### src/rtl/dmem_arb_if.sv
// dmem_arb_if: bundles the MEM-stage, secondary and memory-side signals of dmem_arbiter.
// The arbiter takes the slave modport; requesters and memory model take the master modport.
interface dmem_arb_if #(
   parameter int unsigned ADDR_W = 32,
   parameter int unsigned DATA_W = 32
) ();
   logic              p_req;
   logic              p_we;
   logic [ADDR_W-1:0] p_addr;
   logic [DATA_W-1:0] p_wdata;
   logic [DATA_W-1:0] p_rdata;
   logic              p_done;
   logic              stall;

   logic              s_req;
   logic              s_we;
   logic [ADDR_W-1:0] s_addr;
   logic [DATA_W-1:0] s_wdata;
   logic [DATA_W-1:0] s_rdata;
   logic              s_done;

   logic              m_en;
   logic              m_we;
   logic [ADDR_W-1:0] m_addr;
   logic [DATA_W-1:0] m_wdata;
   logic [DATA_W-1:0] m_rdata;

   modport slave (
      input  p_req, p_we, p_addr, p_wdata,
      output p_rdata, p_done, stall,
      input  s_req, s_we, s_addr, s_wdata,
      output s_rdata, s_done,
      output m_en, m_we, m_addr, m_wdata,
      input  m_rdata
   );

   modport master (
      output p_req, p_we, p_addr, p_wdata,
      input  p_rdata, p_done, stall,
      output s_req, s_we, s_addr, s_wdata,
      input  s_rdata, s_done,
      input  m_en, m_we, m_addr, m_wdata,
      output m_rdata
   );
endinterface

### src/rtl/dmem_arbiter.sv
// dmem_arbiter: shares one data-memory port between the MEM stage and a secondary requester.
// Define DMEM_ARB_PERF_CNT_EN to add the stall_cycles saturating stall counter output.
module dmem_arbiter #(
   parameter int unsigned ADDR_W     = 32,
   parameter int unsigned DATA_W     = 32,
   parameter int unsigned MEM_LAT    = 1,
   parameter int unsigned STARVE_MAX = 4
) (
   input  logic        clk,
   input  logic        reset,
   dmem_arb_if.slave   bus_io
`ifdef DMEM_ARB_PERF_CNT_EN
   ,
   output logic [31:0] stall_cycles
`endif
);

   localparam logic [1:0] StIdle = 2'd0;
   localparam logic [1:0] StAccP = 2'd1;
   localparam logic [1:0] StAccS = 2'd2;

   localparam logic [3:0] LastCnt   = 4'(MEM_LAT - 1);
   localparam logic [7:0] StarveMax = 8'(STARVE_MAX);

   logic [1:0]        state_q, state_d;
   logic [3:0]        cnt_q, cnt_d;
   logic [7:0]        starve_q, starve_d;
   logic              m_en_q, m_en_d;
   logic              m_we_q, m_we_d;
   logic [ADDR_W-1:0] m_addr_q, m_addr_d;
   logic [DATA_W-1:0] m_wdata_q, m_wdata_d;
   logic              p_done_q, p_done_d;
   logic              s_done_q, s_done_d;
   logic [DATA_W-1:0] p_rdata_q, p_rdata_d;
   logic [DATA_W-1:0] s_rdata_q, s_rdata_d;

   logic p_elig, s_elig, p_win, s_win;

   // A request whose done pulse is showing this cycle is finished and must not be re-granted.
   assign p_elig = bus_io.p_req & ~p_done_q;
   assign s_elig = bus_io.s_req & ~s_done_q;

   always_comb begin
      state_d   = state_q;
      cnt_d     = cnt_q;
      starve_d  = starve_q;
      m_en_d    = 1'b0;
      m_we_d    = m_we_q;
      m_addr_d  = m_addr_q;
      m_wdata_d = m_wdata_q;
      p_done_d  = 1'b0;
      s_done_d  = 1'b0;
      p_rdata_d = p_rdata_q;
      s_rdata_d = s_rdata_q;
      s_win     = 1'b0;
      p_win     = 1'b0;

      unique case (state_q)
         StIdle: begin
            // The raw p_req still blocks S, even in the cycle P is masked by its own done.
            s_win = s_elig & (~bus_io.p_req | (starve_q == StarveMax));
            p_win = p_elig & ~s_win;
            if (s_win) begin
               state_d   = StAccS;
               m_en_d    = 1'b1;
               m_we_d    = bus_io.s_we;
               m_addr_d  = bus_io.s_addr;
               m_wdata_d = bus_io.s_wdata;
               cnt_d     = '0;
            end else if (p_win) begin
               state_d   = StAccP;
               m_en_d    = 1'b1;
               m_we_d    = bus_io.p_we;
               m_addr_d  = bus_io.p_addr;
               m_wdata_d = bus_io.p_wdata;
               cnt_d     = '0;
            end
         end
         StAccP, StAccS: begin
            cnt_d = cnt_q + 4'd1;
            if (cnt_q == LastCnt) begin
               state_d = StIdle;
               if (state_q == StAccP) begin
                  p_done_d  = 1'b1;
                  p_rdata_d = bus_io.m_rdata;
               end else begin
                  s_done_d  = 1'b1;
                  s_rdata_d = bus_io.m_rdata;
               end
            end
         end
         default: state_d = StIdle;
      endcase

      if (s_win || !bus_io.s_req) begin
         starve_d = '0;
      end else if (p_win && s_elig && (starve_q != StarveMax)) begin
         starve_d = starve_q + 8'd1;
      end
   end

   always_ff @(posedge clk) begin
      if (reset) begin
         state_q   <= StIdle;
         cnt_q     <= '0;
         starve_q  <= '0;
         m_en_q    <= 1'b0;
         m_we_q    <= 1'b0;
         m_addr_q  <= '0;
         m_wdata_q <= '0;
         p_done_q  <= 1'b0;
         s_done_q  <= 1'b0;
         p_rdata_q <= '0;
         s_rdata_q <= '0;
      end else begin
         state_q   <= state_d;
         cnt_q     <= cnt_d;
         starve_q  <= starve_d;
         m_en_q    <= m_en_d;
         m_we_q    <= m_we_d;
         m_addr_q  <= m_addr_d;
         m_wdata_q <= m_wdata_d;
         p_done_q  <= p_done_d;
         s_done_q  <= s_done_d;
         p_rdata_q <= p_rdata_d;
         s_rdata_q <= s_rdata_d;
      end
   end

   assign bus_io.stall   = bus_io.p_req & ~p_done_q;
   assign bus_io.p_done  = p_done_q;
   assign bus_io.p_rdata = p_rdata_q;
   assign bus_io.s_done  = s_done_q;
   assign bus_io.s_rdata = s_rdata_q;
   assign bus_io.m_en    = m_en_q;
   assign bus_io.m_we    = m_we_q;
   assign bus_io.m_addr  = m_addr_q;
   assign bus_io.m_wdata = m_wdata_q;

`ifdef DMEM_ARB_PERF_CNT_EN
   logic [31:0] stall_cnt_q;

   always_ff @(posedge clk) begin
      if (reset) begin
         stall_cnt_q <= '0;
      end else if (bus_io.stall && (stall_cnt_q != 32'hFFFF_FFFF)) begin
         stall_cnt_q <= stall_cnt_q + 32'd1;
      end
   end

   assign stall_cycles = stall_cnt_q;
`endif

endmodule
### src/flat_wrapper.sv
// flat-port wrapper written by rule: the top's interface ports become plain ports
module dmem_arbiter_flat 
#(
   parameter int unsigned ADDR_W     = 32,
   parameter int unsigned DATA_W     = 32,
   parameter int unsigned MEM_LAT    = 1,
   parameter int unsigned STARVE_MAX = 4
)
  (clk, reset, bus_io_p_req, bus_io_p_we, bus_io_p_addr, bus_io_p_wdata, bus_io_p_rdata, bus_io_p_done, bus_io_stall, bus_io_s_req, bus_io_s_we, bus_io_s_addr, bus_io_s_wdata, bus_io_s_rdata, bus_io_s_done, bus_io_m_en, bus_io_m_we, bus_io_m_addr, bus_io_m_wdata, bus_io_m_rdata);
  dmem_arb_if #(.ADDR_W(ADDR_W), .DATA_W(DATA_W)) bus_io_i ();
  input  logic clk;
  input  logic reset;
  input wire logic [$bits(bus_io_i.p_req)-1:0] bus_io_p_req;
  input wire logic [$bits(bus_io_i.p_we)-1:0] bus_io_p_we;
  input wire logic [$bits(bus_io_i.p_addr)-1:0] bus_io_p_addr;
  input wire logic [$bits(bus_io_i.p_wdata)-1:0] bus_io_p_wdata;
  output wire logic [$bits(bus_io_i.p_rdata)-1:0] bus_io_p_rdata;
  output wire logic [$bits(bus_io_i.p_done)-1:0] bus_io_p_done;
  output wire logic [$bits(bus_io_i.stall)-1:0] bus_io_stall;
  input wire logic [$bits(bus_io_i.s_req)-1:0] bus_io_s_req;
  input wire logic [$bits(bus_io_i.s_we)-1:0] bus_io_s_we;
  input wire logic [$bits(bus_io_i.s_addr)-1:0] bus_io_s_addr;
  input wire logic [$bits(bus_io_i.s_wdata)-1:0] bus_io_s_wdata;
  output wire logic [$bits(bus_io_i.s_rdata)-1:0] bus_io_s_rdata;
  output wire logic [$bits(bus_io_i.s_done)-1:0] bus_io_s_done;
  output wire logic [$bits(bus_io_i.m_en)-1:0] bus_io_m_en;
  output wire logic [$bits(bus_io_i.m_we)-1:0] bus_io_m_we;
  output wire logic [$bits(bus_io_i.m_addr)-1:0] bus_io_m_addr;
  output wire logic [$bits(bus_io_i.m_wdata)-1:0] bus_io_m_wdata;
  input wire logic [$bits(bus_io_i.m_rdata)-1:0] bus_io_m_rdata;
  assign bus_io_i.p_req = bus_io_p_req;
  assign bus_io_i.p_we = bus_io_p_we;
  assign bus_io_i.p_addr = bus_io_p_addr;
  assign bus_io_i.p_wdata = bus_io_p_wdata;
  assign bus_io_p_rdata = bus_io_i.p_rdata;
  assign bus_io_p_done = bus_io_i.p_done;
  assign bus_io_stall = bus_io_i.stall;
  assign bus_io_i.s_req = bus_io_s_req;
  assign bus_io_i.s_we = bus_io_s_we;
  assign bus_io_i.s_addr = bus_io_s_addr;
  assign bus_io_i.s_wdata = bus_io_s_wdata;
  assign bus_io_s_rdata = bus_io_i.s_rdata;
  assign bus_io_s_done = bus_io_i.s_done;
  assign bus_io_m_en = bus_io_i.m_en;
  assign bus_io_m_we = bus_io_i.m_we;
  assign bus_io_m_addr = bus_io_i.m_addr;
  assign bus_io_m_wdata = bus_io_i.m_wdata;
  assign bus_io_i.m_rdata = bus_io_m_rdata;
  dmem_arbiter #(.ADDR_W(ADDR_W), .DATA_W(DATA_W), .MEM_LAT(MEM_LAT), .STARVE_MAX(STARVE_MAX)) u_core (.clk(clk), .reset(reset), .bus_io(bus_io_i));
endmodule
### config.mk
export PLATFORM = sky130hd
export DESIGN_NAME = dmem_arbiter_flat
export DESIGN_NICKNAME = d
export VERILOG_FILES = /design/src/rtl/dmem_arb_if.sv /design/src/rtl/dmem_arbiter.sv /design/src/flat_wrapper.sv
export SDC_FILE = /design/constraint.sdc
export NUM_CORES = 1
export LEC_CHECK = 0
export ABC_AREA = 1
export BUFFER_PORTS_ARGS = -buffer_cell sky130_fd_sc_hd__buf_2
export CORE_MARGIN = 1
export CORE_UTILIZATION = 50
export DETAILED_ROUTE_END_ITERATION = 10
export PLACE_DENSITY = 0.85
export RECOVER_POWER = 50
export SYNTH_ARGS = -nofsm -noshare
export SYNTH_HDL_FRONTEND = slang
export SYNTH_SLANG_ARGS = --single-unit
### constraint.sdc
create_clock -name clk -period 5.1 [get_ports clk]
set_input_delay 0.255 -clock clk [delete_from_list [all_inputs] [get_ports clk]]
set_output_delay 0.255 -clock clk [all_outputs]
set_load 0.02 [all_outputs]
==> reports/results.md <==
### Status
• finished, violations left — outcome
• capacitance limit, slew limit — violated checks

### Detailed routing
• 7168 — via count
• 0 — DRC viols
• 19800 um — drt total wl
• 14.6 um — WL per Instance
• 0 — post-route antenna net violation count
• 4 — 1st-pass router iterations
• 5.26 — DR vias/cell
• 693 — Starting DRT DRC Count

### Timing
• 292 MHz — maximum frequency from static timing analysis
• 34 — final count of pins violating max slew
• -6.13% — Max-slew headroom
• 0 — Setup Viol. Count Final
• false — unrepaired setup endpoints after global routing
• 0.00527 ns — Clock Skew
• 3.43 ns — minimum clock period
• 1.59 ns — slew of the pin with the lowest slew margin
• 0 — count of final hold-check violations
• 0.112 ns — worst hold slack across all endpoints
• 67.3% — part of the cycle the worst path needs
• 0 ns — Post-Route Setup TNS

### Yosys
• 6380 um^2 — netlist area before placement
• sky130_fd_sc_hd__dfxtp_1 46%, sky130_fd_sc_hd__nand2_1 13%, sky130_fd_sc_hd__nand3_1 11% — cell types with the largest area share after synthesis
• sky130_fd_sc_hd__dfxtp_1 — dominant cell type by area after synthesis
• 1096 — total nets after synthesis
• 146 — Seq cells post-synth
• 45.8% — share of Yosys cell area claimed by the top area cell type
• 23 — Unique masters post-synth
• 6.92 um^2 — synthesized area per cell
• 921 — gate count of the mapped netlist
• 45.8% — sequential element share of the synthesized area
• 0 — Synth warnings

### Worst setup path
• u_core.state_q[0]$_SDFFE_PP0P_ — crit path from
• 3.70 ns — critical path arrival
• flop to flop — category of the critical setup timing path
• 5.37 ns — endpoint required time on the critical path
• 6 — Worst R2R Path Depth
• 33 — largest fanout of any net on the critical path
• u_core.bus_io.s_rdata[30]$_SDFFE_PP0P_ — worst flop-to-flop path endpoint
• flop — Setup crit end kind
• 1.67 ns — Reg2Reg Setup Slack
• u_core.state_q[0]$_SDFFE_PP0P_ — startpoint of the worst register-to-register path
• flop — kind of start point of the critical path

### GRT
• 70 — largest net degree at the start of global routing
• 5 — number of antenna violations at the first check in global routing
• 51.1% — met2 Resource Use GR
• 6683 — number of global-route vias before repair
• 9.17% — M3 GR Usage
• 30.3% — combined global-route utilization of all metal layers
• 35.4% — met1 capacity usage during global routing
• met2 — global route hottest layer
• 31600 um — first-pass GRT wire length
• 0 — leftover overflow at the end of global routing

### Clock tree
• done — TritonCTS clock tree
• 146 — clock tree sinks
• 2 — number of buffers between clock root and the deepest sink
• 4 — CTS H-tree lvls
• 0.06 ns — clock-pin slew on the worst setup and hold paths
• 0 — number of buffers added to fix hold violations after cts
• 0 — Post-CTS Setup Inserts
• 0.42 ns — clock latency of the later-clocked register in the worst-skew pair
• sky130_fd_sc_hd__clkbuf_16 — cell at the root of the clock tree
• 17 — CTS Buf Count
• 0 — number of resized instances in the post-cts repair step

### Worst hold path
• input pin to flop — Min-Delay Path Class
• 3 — worst hold path stage count
• u_core.bus_io.p_rdata[21]$_SDFFE_PP0P_ — end of the worst hold path
• bus_io_m_rdata[21] — min-delay src

### Power and ir drop
• 3.36 mW — overall power
• 3.70 nW — leak pwr
• 0.000266 V — Peak VDD IR
• 402 nW/um^2 — P per Cell Area

### Floorplanning
• 40 — row cnt
• 115 um — width of the die
• 52.2% — starting density of the core
• 115 um — die extent in y
• 12200 um^2 — core footprint
• 299 — num ports
• 13200 um^2 — die area

### Finish
• 1186 — fillers
• 18.1% — proportion of layout cells with a drive suffix above 1
• 3090 um^2 — area occupied by multi-input gates
• 2920 um^2 — Reg area
• 1363 — count of non-filler cells in the finished layout
• sky130_fd_sc_hd__nand2_1 — commonest non-fill, non-tap cell in the layout
• 222 x sky130_fd_sc_hd__nand2_1, 165 x sky130_fd_sc_hd__buf_2, 146 x sky130_fd_sc_hd__nand3_1, 146 x sky130_fd_sc_hd__dfxtp_1, 145 x sky130_fd_sc_hd__nor2_1 — commonest cells after routing, fill and taps aside
• 1352 — post-layout net count
• 30.9% — area growth from synthesis to layout

### Placement
• 1326 — Placed Cells incl. Taps
• 0.864 — final weighted congestion in routability-driven placement
• 298 — Port-buffer cells
• 13300 um — HPWL reported at the end of detailed placement

### Run
• 1 — max cap viols

## worst max-delay path: stages (launching register included)
cell and delay, ns:
sky130_fd_sc_hd__dfxtp_1 0.36, sky130_fd_sc_hd__inv_1 0.10, sky130_fd_sc_hd__ha_1 0.14, sky130_fd_sc_hd__clkbuf_1 1.15, sky130_fd_sc_hd__nand2_1 1.13, sky130_fd_sc_hd__nand2_1 0.30
sky130_fd_sc_hd__a21oi_1 0.10
## cell families (layout without fill, tap and decap cells)
group / Yosys count / in the layout / share of synthesized area, %
other cells: 0 / 5 / 0
flops: 146 / 146 / 45.8
fa+ha+maj: 9 / 9 / 1.77
simple gates: 525 / 525 / 34.3
compound gates: 143 / 143 / 11.3
buf+inv: 92 / 361 / 6.02
xor+xnor: 6 / 6 / 0.824
## registers in the layout (all words and copies together) (netlist names), 2 cells and up
| register | count |
|---|---|
| u_core.bus_io.m_wdata | 32 |
| u_core.bus_io.s_rdata | 32 |
| u_core.starve_q | 8 |
| u_core.bus_io.p_rdata | 32 |
| u_core.state_q | 2 |
| u_core.cnt_q | 4 |
| u_core.bus_io.m_addr | 32 |
## worst max-delay path by stage
| stage | cells past startpoint | slack [ns] | endpoint |
|---|---|---|---|
| floorplan | 11 | 3.47 | u_core.bus_io.m_addr[20]$_SDFFE_PP0P_ |
| global placement | 10 | 2.56 | u_core.cnt_q[2]$_SDFFE_PP0P_ |
| detailed placement | 10 | 2.46 | u_core.cnt_q[2]$_SDFFE_PP0P_ |
| CTS | 10 | 2.44 | u_core.cnt_q[2]$_SDFFE_PP0P_ |
| global route | 6 | 1.50 | u_core.bus_io.s_rdata[5]$_SDFFE_PP0P_ |
| finish | 6 | 1.67 | u_core.bus_io.s_rdata[30]$_SDFFE_PP0P_ |
## layer usage
| metal | vias up | share of wire, % |
|---|---|---|
| li1 | 3518 | - |
| met1 | 3267 | 39 |
| met2 | 340 | 49 |
| met3 | 43 | 8.4 |
| met4 | 0 | 2.9 |
| met5 | - | 0 |
## synth_stat cells (all sizes together)
cell	count
a21oi	76
xnor2	3
dfxtp	146
or2	1
nor3	2
clkbuf	36
ha	9
o21ai	67
nor2	147
nand3	146
buf	36
inv	20
nand4	4
xor2	3
nand2	225
## layout make-up
| cell class | instances | share of cell area, % |
|---|---|---|
| Antenna cell | 5 | 0.150 |
| Inverter | 20 | 0.900 |
| Sequential cell | 146 | 35.0 |
| Multi-Input combinational cell | 683 | 37.0 |
| Clock inverter | 13 | 2.20 |
| Clock buffer | 19 | 5.43 |
| Tap cell | 168 | 2.52 |
| Timing Repair Buffer | 309 | 16.8 |
## power by group
group          total, mW  leakage, nW  switching, mW  internal, mW
sequential          1.31         1.20         0.0599          1.25
combinational      0.719         2.20          0.512         0.207
clock               1.33        0.305          0.486         0.843
total               3.36         3.70           1.06          2.30
## per-stage QoR
| step | setup slack [ns] | cell area (um^2) | util [%] |
|---|---|---|---|
| after floorplan | 3.47 | 6380 | - |
| after global placement | 2.56 | 7870 | 64.4 |
| after detailed placement | 2.46 | 7870 | 64.4 |
| after CTS | 2.44 | 8510 | 69.7 |
| after global routing | 1.50 | 8350 | 68.3 |
| final | 1.67 | 8350 | 68.3 |
(Power assumes the default switching activity.)
